File: config.mk
export PLATFORM = sky130hd
export DESIGN_NAME = fetch_stage
export DESIGN_NICKNAME = d
export VERILOG_FILES = /design/src/rtl/fetch_stage.sv
export SDC_FILE = /design/constraint.sdc
export NUM_CORES = 1
export LEC_CHECK = 0
export ABC_AREA = 1
export BUFFER_PORTS_ARGS = -buffer_cell sky130_fd_sc_hd__buf_2
export CAP_MARGIN = 20
export CORE_ASPECT_RATIO = 1.4
export CORE_UTILIZATION = 30
export DETAILED_ROUTE_END_ITERATION = 10
export GPL_ROUTABILITY_DRIVEN = 0
export PLACE_DENSITY = 0.76
export SETUP_SLACK_MARGIN = 0.02
export SYNTH_ARGS = -nofsm -noshare
export SYNTH_HDL_FRONTEND = slang
export SYNTH_SLANG_ARGS = --single-unit
File: constraint.sdc
create_clock -name clk -period 1.5 [get_ports clk]
set_input_delay 0.15 -clock clk [delete_from_list [all_inputs] [get_ports clk]]
set_output_delay 0.15 -clock clk [all_outputs]
set_load 0.03 [all_outputs]
File: src/rtl/fetch_stage.sv
// Instruction-fetch stage: owns the word-indexed PC, captures fetched words into IF/ID,
// applies redirects (jr > jump > branch) over stalls, and halts on a fetched HALT_WORD.
module fetch_stage #(
  parameter int          MEM_DEPTH = 32,
  parameter logic [31:0] RESET_PC  = 32'd0,
  parameter logic [31:0] HALT_WORD = 32'hFFFF_FFFF,
  parameter logic [31:0] NOP_WORD  = 32'h0000_0000
) (
  input  logic        clk,
  input  logic        reset,
  input  logic [31:0] instr,
  input  logic        stall,
  input  logic        branch_taken,
  input  logic [31:0] branch_pc1,
  input  logic [15:0] branch_offset,
  input  logic        jump_en,
  input  logic [25:0] jump_target,
  input  logic        jr_en,
  input  logic [31:0] jr_target,
  output logic [31:0] pc,
  output logic [31:0] ifid_instr,
  output logic [31:0] ifid_pc1,
  output logic        ifid_valid,
  output logic        halted
);

  localparam logic [31:0] PC_MASK = 32'(MEM_DEPTH - 1);

  typedef enum logic {S_RUN, S_HALT} state_e;

  state_e      state_q;
  logic [31:0] pc_q, ifid_instr_q, ifid_pc1_q;
  logic        ifid_valid_q;

  logic        redirect;
  logic [31:0] redir_pc_d, pc_inc_d, branch_sum;

  always_comb begin
    branch_sum = branch_pc1 + {{16{branch_offset[15]}}, branch_offset};
    pc_inc_d   = (pc_q + 32'd1) & PC_MASK;
    redirect   = jr_en | jump_en | branch_taken;
    // Control resolution order: the oldest redirecting instruction wins.
    if (jr_en)        redir_pc_d = jr_target & PC_MASK;
    else if (jump_en) redir_pc_d = {6'd0, jump_target} & PC_MASK;
    else              redir_pc_d = branch_sum & PC_MASK;
  end

  always_ff @(posedge clk) begin
    if (reset) begin
      state_q      <= S_RUN;
      pc_q         <= RESET_PC & PC_MASK;
      ifid_instr_q <= NOP_WORD;
      ifid_pc1_q   <= 32'd0;
      ifid_valid_q <= 1'b0;
    end else begin
      case (state_q)
        S_RUN: begin
          if (redirect) begin
            pc_q         <= redir_pc_d;
            ifid_instr_q <= NOP_WORD;
            ifid_valid_q <= 1'b0;
          end else if (stall) begin
            pc_q <= pc_q;
          end else if (instr == HALT_WORD) begin
            ifid_instr_q <= NOP_WORD;
            ifid_valid_q <= 1'b0;
            state_q      <= S_HALT;
          end else begin
            pc_q         <= pc_inc_d;
            ifid_instr_q <= instr;
            ifid_pc1_q   <= pc_inc_d;
            ifid_valid_q <= 1'b1;
          end
        end
        S_HALT: begin
          ifid_instr_q <= NOP_WORD;
          ifid_valid_q <= 1'b0;
        end
        default: state_q <= S_RUN;
      endcase
    end
  end

  assign pc         = pc_q;
  assign ifid_instr = ifid_instr_q;
  assign ifid_pc1   = ifid_pc1_q;
  assign ifid_valid = ifid_valid_q;
  assign halted     = (state_q == S_HALT);

endmodule

* After elaboration in Yosys (flattened, before gate mapping)
Cells that the tools add are included.
** Storage, ports and cells
- Input port bits :: 144
- Word-level logic and storage cells :: 36
- Flip-flop bits (word level) :: 71
- Output and inout port bits :: 98
** Operators by class
- Mux-type cells :: 17
- Add/subtract/negate cells :: 2
- Reduce and logical (&&, ||, !) cells :: 2
- Bitwise gates (word level) :: 6
- Eq/ne operators :: 4
** Operator list (number)
- 32-bit 2-to-1 mux :: 7
- 32-bit one-hot mux with 2 select lines :: 1
- 32-bit == test, second input constant :: 1
- 1-bit 2-to-1 mux :: 7
- 5-bit by 1-bit adder with 5-bit output, second input constant :: 1
- 5-bit adder :: 1
- 5-bit 2-to-1 mux :: 1
- 1-bit inverter :: 4
- 4-bit AND reduction :: 1
- 3-bit != test, second input constant :: 1
- 3-bit AND reduction :: 1
- 2-bit by 1-bit != test with 1-bit output, second input constant :: 1
- 2-bit != test, second input constant :: 1
- 1-bit OR :: 2
- 1-bit one-hot mux with 2 select lines :: 1

* Depth between registers and ports, before layout
- Word-level depth :: 5
- Depth in mapped cells :: 13
- Gate-level depth less buffers :: 13

* Worst setup path after synthesis
OpenSTA, ideal clock, no wires.
- Path type :: reg-to-reg
- From :: reg pc_q[0] (netlist: pc[0])
- To :: reg ifid_pc1_q[4] (netlist: ifid_pc1[4])
- Data arrival time :: 1.359 ns
- Setup slack :: 0.067 ns
- Setup time :: 0.074 ns
- Buffers on the path :: 0
- Clock period less this slack :: 1.433 ns
- Stages on the path, launching flop included :: 6
- Required time :: 1.426 ns
- Cells stage by stage :: dfxtp_1 > ha_1 > nand3_1 > xor2_1 > or2_1 > a21oi_1
** Between the ends
- Word-level cells in the longest chain between the ends :: 1
** RTL lines
- start, declared :: RTL line 32 : logic [31:0] pc_q, ifid_instr_q, ifid_pc1_q;
- start signal, assigned :: RTL line 51 : pc_q <= RESET_PC & PC_MASK;
- start signal, assigned :: RTL line 59 : pc_q <= redir_pc_d;
- start signal, assigned :: RTL line 63 : pc_q <= pc_q;
- 5-bit by 1-bit adder with 5-bit output :: RTL line 40 : pc_inc_d = (pc_q + 32'd1) & PC_MASK;
- end signal, assigned :: RTL line 71 : ifid_pc1_q <= pc_inc_d;
- end, declared :: RTL line 32
Every way passes these cells.
A chain may end at the register's enable or synchronous reset.

* Worst setup path in the final report
- From :: reg pc_q[0] (netlist: pc[0])
- To :: reg pc_q[4] (netlist: pc[4])
** Between the ends
- Word-level cells in the longest chain between the ends :: 4
** RTL lines
- 5-bit by 1-bit adder with 5-bit output :: RTL line 40
- 32-bit 2-to-1 mux :: RTL line 64 : end else if (instr == HALT_WORD) begin
- 32-bit 2-to-1 mux :: RTL line 62 : end else if (stall) begin
- 32-bit 2-to-1 mux :: RTL line 58 : if (redirect) begin
Every way passes these cells. The select of a mux whose other input is x is not followed.

==> key figures <==
Run status
  – Status: finished, final reports clean

Layout
  – Non-Filler Instances: 572
  – Final core occ: 0.383
  – Final net count: 616
  – Ratio of cells with drive above 1 in the final layout: 0.385
  – Area Overhead vs Synth: 21.4%
  – # diodes: 0

Detailed routing
  – WL final: 6.09 mm
  – Initial DRT Pass Iterations: 4
  – Wirelength per Cell: 10.6 µm
  – # DRC: 0
  – Violation count after the first detailed-route iteration: 45
  – Drt via density: 4.23
  – Via count: 2420
  – Detail Route Antenna Nets: 0

Die
  – Starting Density: 0.315
  – Core Area: 8710 µm²
  – Io pins: 242
  – Standard-cell rows: 40
  – Chip height: 115 µm
  – Die area: 9550 µm²
  – Die Span X: 82.9 µm

Power and ir drop
  – Clock power frac: 0.464
  – Pwr per Cell Area: 1020 nW/µm²
  – Pint: 2.48 mW
  – Net Sw Frac: 0.269
  – Comb power frac: 0.178
  – P_sw: 0.913 mW
  – LEAKAGE: 1.61 nW
  – Total chip power: 3.39 mW
  – Flop pwr share: 0.358
  – Maximum vdd drop: 0.690 mV

STA
  – Slew margin rel.: 0.658
  – Tightest Pin Transition: 0.513 ns
  – Setup Skew: 0.00427 ns
  – Tmin final: 1.31 ns
  – Endpoints failing hold: 0
  – Final setup vio count: 0
  – Period Utilization, post-route: 0.871
  – Max Clk Rate: 0.765 GHz
  – RSZ-0062 raised after global routing: no
  – Final max-slew violation count: 0
  – Setup_tns: 0 ns

GRT
  – Aggregate global routing overflow: 0
  – Total track usage: 0.128
  – Vias in the first global route: 2161
  – Initial antenna violation count: 0
  – Pin count of the biggest net entering global routing: 37
  – First-pass GRT wire length: 9.78 mm

Yosys
  – Yosys Warn Count: 0
  – Largest cells by area after synthesis: dfxtp_1 32%, buf_4 15%, nand2_1 14%, a21oi_2 8.3%, nand2_2 5.9%
  – Mapped Avg Cell Area: 7.50 µm²
  – Mapped Cells: 366
  – Post-synth EDFFs: 0
  – Top FF cell, synth: dfxtp_1
  – Synth Cell Area: 2750 µm²
  – Yosys cell types: 28
  – Yosys top cell area share: 0.321
  – Area leader, netlist: dfxtp_1
  – FF+latch count, synth: 44
  – Register area share after synthesis: 0.321
  – Post-synthesis async set-or-reset flop share: 0

Clock tree
  – Hold-fix buffers at CTS: 0
  – Root buf cell: clkbuf_16
  – Clock sinks: 44
  – Post-CTS setup buffers: 0
  – Clock Path Buffers: 2
  – H-Tree Depth: 2
  – Skew-Pair Late Insertion Delay: 0.28 ns
  – Post_cts resized: 0
  – Clock-pin transition on the worst setup and hold timing paths: 0.06 ns
  – CTS tree: done
  – CTS Buf Count: 5

Critical path
  – WP data arrival: 1.48 ns
  – Worst setup EP type: register
  – Critical-path maximum fanout: 5
  – CP max stage cell: dfxtp_1
  – Worst-path cell chain: ha_1 > nand3_1 > xor2_1 > nand2_1 > a21oi_1 > nor2_1
  – CP max stage delay: 0.40 ns
  – Crit path kind: reg2reg
  – Delay-heaviest family, CP: flip-flops
  – Startpoint Class: register
  – Bufs and invs on worst path: 0
  – Req. time, crit path: 1.68 ns

Run
  – Max Cap Viol: 0

Placed design
  – Port bufs: 101
  – Post-Place Cells: 564
  – Final HPWL from detailed placement: 4.71 mm

Worst hold path
  – Type of the most critical hold path: in2reg
sequential cells by signal (all words and copies together), names as in the netlist:
register and flops:
ifid_valid 1, pc 5, ifid_pc1 5, ifid_instr 32, halted 1
layout make-up:
cell class              count  area [µm²]
fillers                   925        5380
clock inverters             3        90.1
clock buffers               5         125
repair buffers            105         548
inverters                  20        85.1
well taps                 105         131
flip-flops and latches     44         881
multi-input cells         290        1470
power by group through the flow:
| stage | clock, mW | combinational [mW] | sequential (mW) |
|---|---|---|---|
| after CTS | 1.62 | 0.602 | 1.22 |
| after floorplan | 0 | 0.494 | 1.29 |
| after global routing | 1.67 | 0.658 | 1.22 |
| after global placement | 0 | 0.591 | 1.24 |
| after detailed placement | 0 | 0.601 | 1.24 |
| final | 1.57 | 0.603 | 1.22 |
path summary, 6_finish.rpt:
check / start / endpoint / slack (ns) / cells past startpoint
setup / recovery: pc[0] / pc[4] / 0.19 / 6
hold / removal: instr[24] / ifid_instr[24] / 0.12 / 3
setup reg to reg: pc[0] / pc[4] / 0.19 / 6
hold reg to reg: ifid_pc1[4] / ifid_pc1[4] / 0.46 / 2
cells in the mapped netlist, types with 2 or more instances:
master and count:
nand2_1 100, buf_4 56, dfxtp_1 44, nor2_1 31
a21oi_2 26, nand2_2 26, a21oi_1 18, inv_1 15
nand3_1 10, o21ai_0 6, ha_1 5, clkbuf_1 4
buf_12 3, or2_2 3, xor2_1 3, inv_2 2
nand2_4 2, nand3_2 2
cell usage in the layout, fill, tap and decap left out, types with 3 or more instances in the layout:
| cell | instances |
|---|---|
| buf_2 | 101 |
| nand2_1 | 100 |
| conb_1 | 54 |
| dfxtp_1 | 44 |
| nor2_1 | 31 |
| nand2_2 | 26 |
| a21oi_2 | 26 |
| a21oi_1 | 18 |
| inv_1 | 15 |
| nand3_1 | 10 |
| o21ai_0 | 6 |
| clkbuf_16 | 5 |
| ha_1 | 4 |
| xor2_1 | 3 |
| or2_2 | 3 |
| bufinv_16 | 3 |
| buf_4 | 3 |
metal layers:
metal  vias up  track usage  routed length, µm
li1       1234            -                  -
met1      1061        0.137               2410
met2       116        0.240               3150
met3         9       0.0323                424
met4         0       0.0494                108
met5         -            0                  0
cells by family after synthesis:
| logic type | count (synthesis) | share of synthesized area |
|---|---|---|
| XOR/XNOR | 3 | 0.00957 |
| AND/OR/NAND/NOR | 177 | 0.294 |
| other | 1 | 0.00137 |
| AO/OA/AOI/OAI | 50 | 0.127 |
| buffers and inverters | 85 | 0.217 |
| adder cells (fa/ha/maj) | 6 | 0.0301 |
| flip-flops | 44 | 0.321 |
through the flow:
step / cell area [µm²] / hold slack, ns / setup WS (ns)
detailed placement: 3110 / 0.416 / -0.142
global route: 3330 / 0.107 / 0.0649
global placement: 3110 / 0.412 / -0.0524
CTS: 3330 / 0.108 / 0.151
finish: 3330 / 0.119 / 0.193
floorplan: 2950 / 0.286 / 0.0667
worst reg2reg max path, cell delays in order, from the launching register on:
cell and delay [ns]:
dfxtp_1 0.40, ha_1 0.21, nand3_1 0.10, xor2_1 0.22, nand2_1 0.07, a21oi_1 0.14
nor2_1 0.06
No activity file was read; power rests on OpenSTA's default activity.
